### src/rtl/psg_bus_sequencer.sv
// -----------------------------------------------------------------------------
// psg_bus_sequencer
//
// Purpose:
//   Sole master of the turbosound PSG bus (bdir/bc1/psg_din, bc2 tied high).
//   It shares the bus between the CPU port decoder (0xFFFD select,
//   0xBFFD data) and a background register-write requester (DMA/player).
//   A DMA operation is an atomic sequence:
//     optional chip select -> register latch -> data write ->
//     optional chip restore -> register restore.
//   The CPU's chip/register selection is shadowed so that the restore puts
//   the PSGs back into the state the CPU believes they are in.
//
// Ports:
//   clk, reset_n         clock, asynchronous active-low reset
//   cpu_sel_wr           1-clk pulse: CPU write to 0xFFFD (select), data on cpu_data
//   cpu_dat_wr           1-clk pulse: CPU write to 0xBFFD (data), data on cpu_data
//   cpu_dat_rd           level: CPU read from 0xFFFD in progress
//   cpu_data[7:0]        CPU write data
//   cpu_wait             stall request while a read waits for the sequencer
//   cpu_overrun          1-clk pulse: a pending CPU write was overwritten
//   dma_req              level: register write request (operands stable until ack)
//   dma_chip             target PSG (1 = first, 0 = second)
//   dma_reg[3:0]         target register
//   dma_data[7:0]        value to write
//   dma_ack              1-clk pulse on the idle clk of the DMA data write
//   bdir, bc1            PSG bus control: 00 idle, 01 read, 10 write, 11 address
//   psg_din[7:0]         PSG bus data
//   busy                 sequencer is not idle
// -----------------------------------------------------------------------------
module psg_bus_sequencer #(
    parameter int STROBE_CYCLES = 2
) (
    input  logic       clk,
    input  logic       reset_n,
    input  logic       cpu_sel_wr,
    input  logic       cpu_dat_wr,
    input  logic       cpu_dat_rd,
    input  logic [7:0] cpu_data,
    output logic       cpu_wait,
    output logic       cpu_overrun,
    input  logic       dma_req,
    input  logic       dma_chip,
    input  logic [3:0] dma_reg,
    input  logic [7:0] dma_data,
    output logic       dma_ack,
    output logic       bdir,
    output logic       bc1,
    output logic [7:0] psg_din,
    output logic       busy
);

    typedef enum logic [2:0] {
        S_IDLE,
        S_CPU_ADDR,
        S_CPU_DATA,
        S_D_CHIP,
        S_D_REG,
        S_D_DATA,
        S_R_CHIP,
        S_R_REG
    } state_t;

    // Clock index of the idle clk that closes every bus cycle.
    localparam logic [3:0] LAST_CNT = 4'(STROBE_CYCLES);
    // Select codes 0xFE/0xFF choose a chip instead of a register.
    localparam logic [6:0] CHIP_SEL = 7'h7F;

    state_t     state_q, state_d;
    logic [3:0] cnt_q, cnt_d;
    logic [7:0] din_q, din_d;
    logic       sel_pend_q, sel_pend_d;
    logic [7:0] sel_val_q, sel_val_d;
    logic       dat_pend_q, dat_pend_d;
    logic [7:0] dat_val_q, dat_val_d;
    logic       cpu_chip_q, cpu_chip_d;
    logic [7:0] cpu_reg_q, cpu_reg_d;
    logic       hw_chip_q, hw_chip_d;
    logic       overrun_q, overrun_d;

    logic       cycle_end;
    logic       is_addr_cycle;
    logic       rd_pass;
    logic [7:0] sel_v;
    logic [7:0] dat_v;

    assign cycle_end     = (state_q != S_IDLE) && (cnt_q == LAST_CNT);
    assign is_addr_cycle = (state_q != S_IDLE) && (state_q != S_CPU_DATA) &&
                           (state_q != S_D_DATA);
    assign rd_pass       = (state_q == S_IDLE) && cpu_dat_rd && !sel_pend_q && !dat_pend_q;

    // A strobe arriving this clk is forwarded straight into arbitration so
    // that the bus becomes active on the very next clk.
    assign sel_v = cpu_sel_wr ? cpu_data : sel_val_q;
    assign dat_v = cpu_dat_wr ? cpu_data : dat_val_q;

    always_ff @(posedge clk or negedge reset_n) begin
        if (!reset_n) begin
            state_q    <= S_IDLE;
            cnt_q      <= '0;
            din_q      <= '0;
            sel_pend_q <= 1'b0;
            sel_val_q  <= '0;
            dat_pend_q <= 1'b0;
            dat_val_q  <= '0;
            cpu_chip_q <= 1'b1;
            cpu_reg_q  <= '0;
            hw_chip_q  <= 1'b1;
            overrun_q  <= 1'b0;
        end else begin
            state_q    <= state_d;
            cnt_q      <= cnt_d;
            din_q      <= din_d;
            sel_pend_q <= sel_pend_d;
            sel_val_q  <= sel_val_d;
            dat_pend_q <= dat_pend_d;
            dat_val_q  <= dat_val_d;
            cpu_chip_q <= cpu_chip_d;
            cpu_reg_q  <= cpu_reg_d;
            hw_chip_q  <= hw_chip_d;
            overrun_q  <= overrun_d;
        end
    end

    always_comb begin
        state_d    = state_q;
        cnt_d      = cnt_q;
        din_d      = din_q;
        sel_pend_d = sel_pend_q;
        sel_val_d  = sel_val_q;
        dat_pend_d = dat_pend_q;
        dat_val_d  = dat_val_q;
        cpu_chip_d = cpu_chip_q;
        cpu_reg_d  = cpu_reg_q;
        hw_chip_d  = hw_chip_q;
        overrun_d  = (cpu_sel_wr && sel_pend_q) || (cpu_dat_wr && dat_pend_q);

        // CPU capture: last write of each kind wins.
        if (cpu_sel_wr) begin
            sel_pend_d = 1'b1;
            sel_val_d  = cpu_data;
        end
        if (cpu_dat_wr) begin
            dat_pend_d = 1'b1;
            dat_val_d  = cpu_data;
        end

        case (state_q)
            S_IDLE: begin
                cnt_d = '0;
                if (sel_pend_q || cpu_sel_wr) begin
                    state_d = S_CPU_ADDR;
                    din_d   = sel_v;
                end else if (dat_pend_q || cpu_dat_wr) begin
                    state_d = S_CPU_DATA;
                    din_d   = dat_v;
                end else if (dma_req) begin
                    if (hw_chip_q == dma_chip) begin
                        state_d = S_D_REG;
                        din_d   = {4'h0, dma_reg};
                    end else begin
                        state_d = S_D_CHIP;
                        din_d   = {CHIP_SEL, dma_chip};
                    end
                end
            end
            default: begin
                if (!cycle_end) begin
                    cnt_d = cnt_q + 4'd1;
                end else begin
                    cnt_d = '0;
                    // Track which chip the hardware currently has selected.
                    if (is_addr_cycle && (din_q[7:1] == CHIP_SEL)) begin
                        hw_chip_d = din_q[0];
                    end
                    case (state_q)
                        S_CPU_ADDR: begin
                            // A fresh strobe in this clk keeps the request alive.
                            sel_pend_d = cpu_sel_wr;
                            if (din_q[7:1] == CHIP_SEL) begin
                                cpu_chip_d = din_q[0];
                            end else begin
                                cpu_reg_d = din_q;
                            end
                            state_d = S_IDLE;
                        end
                        S_CPU_DATA: begin
                            dat_pend_d = cpu_dat_wr;
                            state_d    = S_IDLE;
                        end
                        S_D_CHIP: begin
                            state_d = S_D_REG;
                            din_d   = {4'h0, dma_reg};
                        end
                        S_D_REG: begin
                            state_d = S_D_DATA;
                            din_d   = dma_data;
                        end
                        S_D_DATA: begin
                            if (hw_chip_q == cpu_chip_q) begin
                                state_d = S_R_REG;
                                din_d   = cpu_reg_q;
                            end else begin
                                state_d = S_R_CHIP;
                                din_d   = {CHIP_SEL, cpu_chip_q};
                            end
                        end
                        S_R_CHIP: begin
                            state_d = S_R_REG;
                            din_d   = cpu_reg_q;
                        end
                        default: begin
                            state_d = S_IDLE;
                        end
                    endcase
                end
            end
        endcase
    end

    // Bus control decoded from registered state, so reset clears it at once.
    always_comb begin
        bdir = 1'b0;
        bc1  = 1'b0;
        if (state_q == S_IDLE) begin
            bc1 = rd_pass;
        end else if (cnt_q < LAST_CNT) begin
            bdir = 1'b1;
            bc1  = is_addr_cycle;
        end
    end

    assign psg_din     = rd_pass ? cpu_reg_q : din_q;
    assign busy        = (state_q != S_IDLE);
    assign cpu_wait    = cpu_dat_rd && ((state_q != S_IDLE) || sel_pend_q || dat_pend_q);
    assign cpu_overrun = overrun_q;
    assign dma_ack     = (state_q == S_D_DATA) && cycle_end;

endmodule

### config.mk
export PLATFORM = sky130hd
export DESIGN_NAME = psg_bus_sequencer
export DESIGN_NICKNAME = d
export VERILOG_FILES = /design/src/rtl/psg_bus_sequencer.sv
export SDC_FILE = /design/constraint.sdc
export NUM_CORES = 1
export LEC_CHECK = 0
export BUFFER_PORTS_ARGS = -buffer_cell sky130_fd_sc_hd__buf_2
export CAP_MARGIN = 20
export CORE_ASPECT_RATIO = 0.7
export CORE_UTILIZATION = 45
export DETAILED_ROUTE_END_ITERATION = 6
export GPL_ROUTABILITY_DRIVEN = 0
export PLACE_DENSITY = 0.74
export SLEW_MARGIN = 40
export SYNTH_ARGS = -nofsm -noshare
export SYNTH_HDL_FRONTEND = slang
export SYNTH_SLANG_ARGS = --single-unit
### constraint.sdc
create_clock -name clk -period 3.1 [get_ports clk]
set_clock_uncertainty 0.2 [all_clocks]
set_input_delay 0.93 -clock clk [delete_from_list [all_inputs] [get_ports clk]]
set_output_delay 0.93 -clock clk [all_outputs]
set_load 0.02 [all_outputs]
# Word level (Yosys, flattened, before mapping)

Cells that the tools add are included.

Add/sub/neg operators: 1
Order comparisons: 1
Equality and inequality tests: 13
Mux-type cells: 33
Bitwise gates (word level): 2
Reduce and logical (&&, ||, !) cells: 27

Operators with widths:

| kind                  | number |
|---|---|
| $mux W8               | 10 |
| $pmux W8 S4           | 1 |
| $mux W3               | 6 |
| $mux W1               | 13 |
| $pmux W3 S4           | 1 |
| $logic_and A1 B1 Y1   | 11 |
| $eq A3 B3 Y1 const B  | 3 |
| $mux W4               | 2 |
| $reduce_and A4 Y1     | 2 |
| $eq A7 B7 Y1 const B  | 1 |
| $eq A3 B2 Y1 const B  | 2 |
| $reduce_and A3 Y1     | 2 |
| $logic_or A1 B1 Y1    | 5 |
| $reduce_bool A5 Y1    | 1 |
| $add A4 B1 Y4 const B | 1 |
| $eq A4 B2 Y1 const B  | 1 |
| $lt A4 B2 Y1 const B  | 1 |
| $ne A4 B4 Y1 const B  | 1 |
| $eq A3 B1 Y1 const B  | 1 |
| $logic_not A3 Y1      | 1 |
| $ne A3 B2 Y1 const B  | 1 |
| $ne A3 B3 Y1 const B  | 1 |
| $reduce_bool A3 Y1    | 1 |
| $eq A1 B1 Y1          | 2 |
| other kinds (4)       | 6 |

Bits in registers: 44
Input bits: 27
Output and inout port bits: 14
Logic and storage cells: 88

# Logic depth before layout (Yosys ltp)

Depth after elaboration: 6
Depth in mapped cells: 7
Depth with buffers taken out: 6

# Least setup slack after synthesis

Ideal clock, no wire load.

Path kind: reg2out
Start: reg state_q[2]
End: out psg_din[0]
Arrival time: 1754 ps
Data required time: 1970 ps
Path slack: 216 ps
Stages on the path, launching flop included: 6
Buffers on the path: 0
Cell sequence: dfrtp_1 -> nor3_2 -> inv_2 -> nor3_2 -> nand2_1 -> mux2_2

Cells in the longest elaborated chain, start to end: 5

RTL lines:

| element                           | RTL line | RTL |
|---|---|---|
| from (decl)                       | 69       | `state_t state_q, state_d;` |
| from (signal assigned)            | 111      | `state_q <= state_d;` |
| $logic_not A3 Y1                  | 90       | `assign rd_pass = (state_q == S_IDLE) && cpu_dat_rd && !sel_pend_q && !dat_pend_q;` |
| $logic_and A1 B1 Y1 (3 in series) | 90       |  |
| $mux W8                           | 233      | `assign psg_din = rd_pass ? cpu_reg_q : din_q;` |
| to (decl)                         | 49       | `output logic [7:0] psg_din,` |

No other way between the ends.

# Final worst setup path

Start: reg state_q[1]
End: out bc1

Cells in the longest elaborated chain, start to end: 5
Elaborated cells between the ends (all ways): 11
Classes of those cells: 2 x eq/ne; 2 x mux; 7 x reduce/logical

RTL lines:

| element                                                     | RTL line | RTL |
|---|---|---|
| $ne A3 B2 Y1, or another cell as far along                  | 88       | `assign is_addr_cycle = (state_q != S_IDLE) && (state_q != S_CPU_DATA) &&` |
| $logic_and A1 B1 Y1, on equally long branches (2 in series) | 88, 90   |  |
| $mux W1 / $logic_and A1 B1 Y1 (equally long branches)       | 227, 90  |  |
| $mux W1 *                                                   | 225      | `if (state_q == S_IDLE) begin` |
| to (decl)                                                   | 48       | `output logic bc1,` |

Every way passes the cells marked *; elsewhere a longest branch is shown, timed or not.

==> reports/results.md <==
• 6.81 mm — DRT Wirelength
• 305 uV — maximum VDD drop
• 0.43 ns — Critical Path Max Stage Delay
• 5760 um2 — core area
• 23.8% — GRT Util Overall
• sky130_fd_sc_hd__dfrtp_1 — commonest register cell after synthesis
• reg -> reg — worst min path class
• 846 nW/um2 — power density of the placed cells
• 0.08 ns — Reg clk slew, reported paths
• 17.7 um — routed length per placed instance
• 0 — number of buffers inserted by post-CTS setup repair
• buf_8, nand3b_1, o21ai_0, o41ai_1, buf_2 — cell-by-cell listing of the critical path
• 0.47 ns — register-to-register setup slack
• 0 — ANT cells
• 0.00139 uW — leakage component of the power
• 0.296 ns — hold slack
• 237 — detailed router's first-iteration violation count
• 23 — Site Rows
• 0 — Syn. warnings
• 10.1 um2 — syn_area_per_cell
• 1100 um2 — area taken by flip-flops and latches
• sky130_fd_sc_hd__dfrtp_1 (42), sky130_fd_sc_hd__mux2_2 (25), sky130_fd_sc_hd__a21oi_1 (14) — Commonest cells post-synth
• 4 — number of iterations in the first detailed-routing pass
• 66.8 um — vertical extent of the die
• 33.2% — fraction of final layout cells sized beyond drive strength 1
• 40.9% — fraction of the yosys area taken by sequential cells
• 2 — number of H-tree branching levels
• 538 — fillcell total
• 2 — clock tree buffer depth
• 0 — post-CTS resize count
• cnt_q[0] — Reg-to-Reg Start
• compound AO/OA/AOI/OAI gates — Largest delay share family, worst path
• 62.3% — Max transition margin
• 1.92 ns — CP arrival
• 0 — quantity of hold-fixing buffers added after cts
• yes — setup repair after global routing missed its margin
• 0 — Post-synth EDFFs
• 2303 — vias
• 40 — quantity of I/O buffers inserted on ports
• 44 — number of clock sinks
• 11.3 mm — wire length of the first global-routing pass
• 0.30 ns — clock latency on the worst-skew pair
• 0.566 ns — Worst-Margin Slew
• 5 — clock buffers created by TritonCTS
• 0 — number of setup violations in the final report
• finished, final reports clean — outcome
• 39.0% — area share of the leading cell type in the synthesized netlist
• 45 — pin count of the biggest net entering global routing
• 5.98 — Avg Vias per Cell
• sky130_fd_sc_hd__clkbuf_8 — clock root buffer
• 0 — remaining antenna violation count
• sky130_fd_sc_hd__dfrtp_1 (39%), sky130_fd_sc_hd__mux2_2 (10%), sky130_fd_sc_hd__mux2_4 (3.3%) — cell types with the largest area share after synthesis
• 1500 um2 — multi-input combinational cell area
• 2700 um2 — netlist area before placement
• 1 — Worst Hold Depth
• 295 — Post-Synthesis Net Count
• 4.91 mm — HPWL reported at the end of detailed placement
• 0 — number of pins with negative max-slew slack in the final report
• 17.2% — post-synthesis to final-layout area growth
• 0 — DRC violation count after routing
• 328 MHz — highest attainable clock frequency
• 0 — final hold violation count
• 1.97 ns — data required time at the worst endpoint
• 0 — total global routing overflow
• 0 — max-cap check violation count
• cnt_q[0] — worst hold endpoint
• flop — Critical Path Source Type
• 100% — async set or reset register ratio after synthesis
• reg -> out — Setup Crit Path Kind
• 3.05 ns — fin crit period
• sky130_fd_sc_hd__dfrtp_1 — library cell with the highest instance count after synthesis
• 2180 — number of global-route vias before repair
• 338 — nets@finish
• cpu_reg_q[3] — worst flop-to-flop path endpoint
• sky130_fd_sc_hd__dfrtp_1 — leading area contributor after synthesis
• 54.9% — utilization of the core after routing
• 46.8% — Starting Density
• built — clock tree from TritonCTS
• 94.5 um — horizontal die dimension
• 31 — Worst Path Max Fanout
• 6 — depth of the worst register-to-register path
• sky130_fd_sc_hd__dfrtp_1 — Crit-path slowest cell
• 266 — number of standard cells after synthesis
• 98.3% — post-route fraction of the period consumed by the critical path
• 6310 um2 — Die Area
• 0 — initial antenna violation count
• cnt_q[0] — Hold Crit Start
• 2 — worst path bufs/invs
• 44 — post-synthesis sequential element count
• output pin — element type at the critical path end
• 55 — Yosys cell types
• 41 — IO Count
-- placed cells by master (no fill, tap or decap), drive strengths merged, types with 3 or more instances in the layout --
cell type / netlist / final
o21bai: 3 / 3
inv: 8 / 8
buf: 3 / 51
nor2: 14 / 14
o31a: 7 / 7
o22ai: 3 / 3
nand2b: 8 / 8
nor2b: 6 / 6
a21oi: 15 / 15
o21ai: 6 / 6
or3: 4 / 4
o211a: 5 / 5
clkbuf: 12 / 7
nand3: 10 / 10
a221oi: 4 / 4
o221ai: 4 / 4
a311oi: 3 / 3
xor2: 3 / 3
dfrtp: 42 / 42
nor3: 13 / 13
a22oi: 4 / 4
nor4: 6 / 6
mux2: 32 / 32
nand2: 11 / 11
and3: 3 / 3
o31ai: 3 / 3
-- logic make-up (layout without fill, tap and decap cells) --
logic type               Yosys count  count (layout)  share of synthesized area, %
adder cells (fa/ha/maj)            2               2                         0.928
XOR/XNOR                           4               4                          1.30
AND/OR/NAND/NOR                   87              87                          18.5
AO/OA/AOI/OAI                     74              74                          20.6
flip-flops                        44              44                          40.9
buffers and inverters             23              67                          3.57
multiplexers                      32              32                          14.2
-- state kept, by name (all words and copies together) (netlist names) --
register,cells
sel_pend_q,1
dat_pend_q,1
hw_chip_q,1
state_q,3
cpu_overrun,1
cpu_chip_q,1
cnt_q,4
din_q,8
dat_val_q,8
cpu_reg_q,8
sel_val_q,8
-- per-stage QoR --
| stage | total power (uW) | setup slack, ns | instance area, um2 | setup TNS (ns) | instances |
|---|---|---|---|---|---|
| detailed placement | 2150 | 0.181 | 3020 | 0 | 377 |
| floorplan | 1800 | 0.216 | 2700 | 0 | 266 |
| global placement | 2120 | 0.215 | 3020 | 0 | 377 |
| CTS | 2640 | 0.0301 | 3140 | 0 | 385 |
| finish | 2670 | 0.0521 | 3160 | 0 | 385 |
| global route | 2850 | -0.00886 | 3160 | -0.00886 | 385 |
-- how the worst max path moves through the flow --
| stage | start | end | slack (ns) | cells after the start |
|---|---|---|---|---|
| 2_1_floorplan | state_q[2] | psg_din[0] | 0.22 | 5 |
| 3_3_place_gp | cpu_dat_rd | psg_din[5] | 0.22 | 5 |
| 3_5_place_dp | cpu_dat_rd | psg_din[6] | 0.18 | 5 |
| 4_1_cts | state_q[2] | psg_din[6] | 0.03 | 7 |
| 5_1_grt | state_q[1] | bc1 | -0.009 | 5 |
| 6_report | state_q[1] | bc1 | 0.05 | 5 |
-- layer usage --
metal  vias to the layer above  track usage (%)  routed length (um)
met3                         8             5.48                 503
met2                        72             33.4                2710
met1                      1122             36.4                3550
met5                         -                0                   0
li1                       1101                -                   -
met4                         0             5.30                  51
-- cell type report --
cell class | instances | area share, %
clock buffers | 7 | 3.05
clock inverters | 1 | 0.951
well taps | 75 | 2.97
repair buffers | 51 | 9.59
multi-input cells | 199 | 47.5
inverters | 8 | 0.951
flip-flops and latches | 44 | 34.9
-- where the power goes --
part / leakage, uW / switching [uW] / internal, uW
Sequential: 0.000517 / 180 / 741
Combinational: 0.000810 / 700 / 564
Clock: 0.0000645 / 201 / 285
Total: 0.00139 / 1080 / 1590
Power figures use the tool's default switching activity.
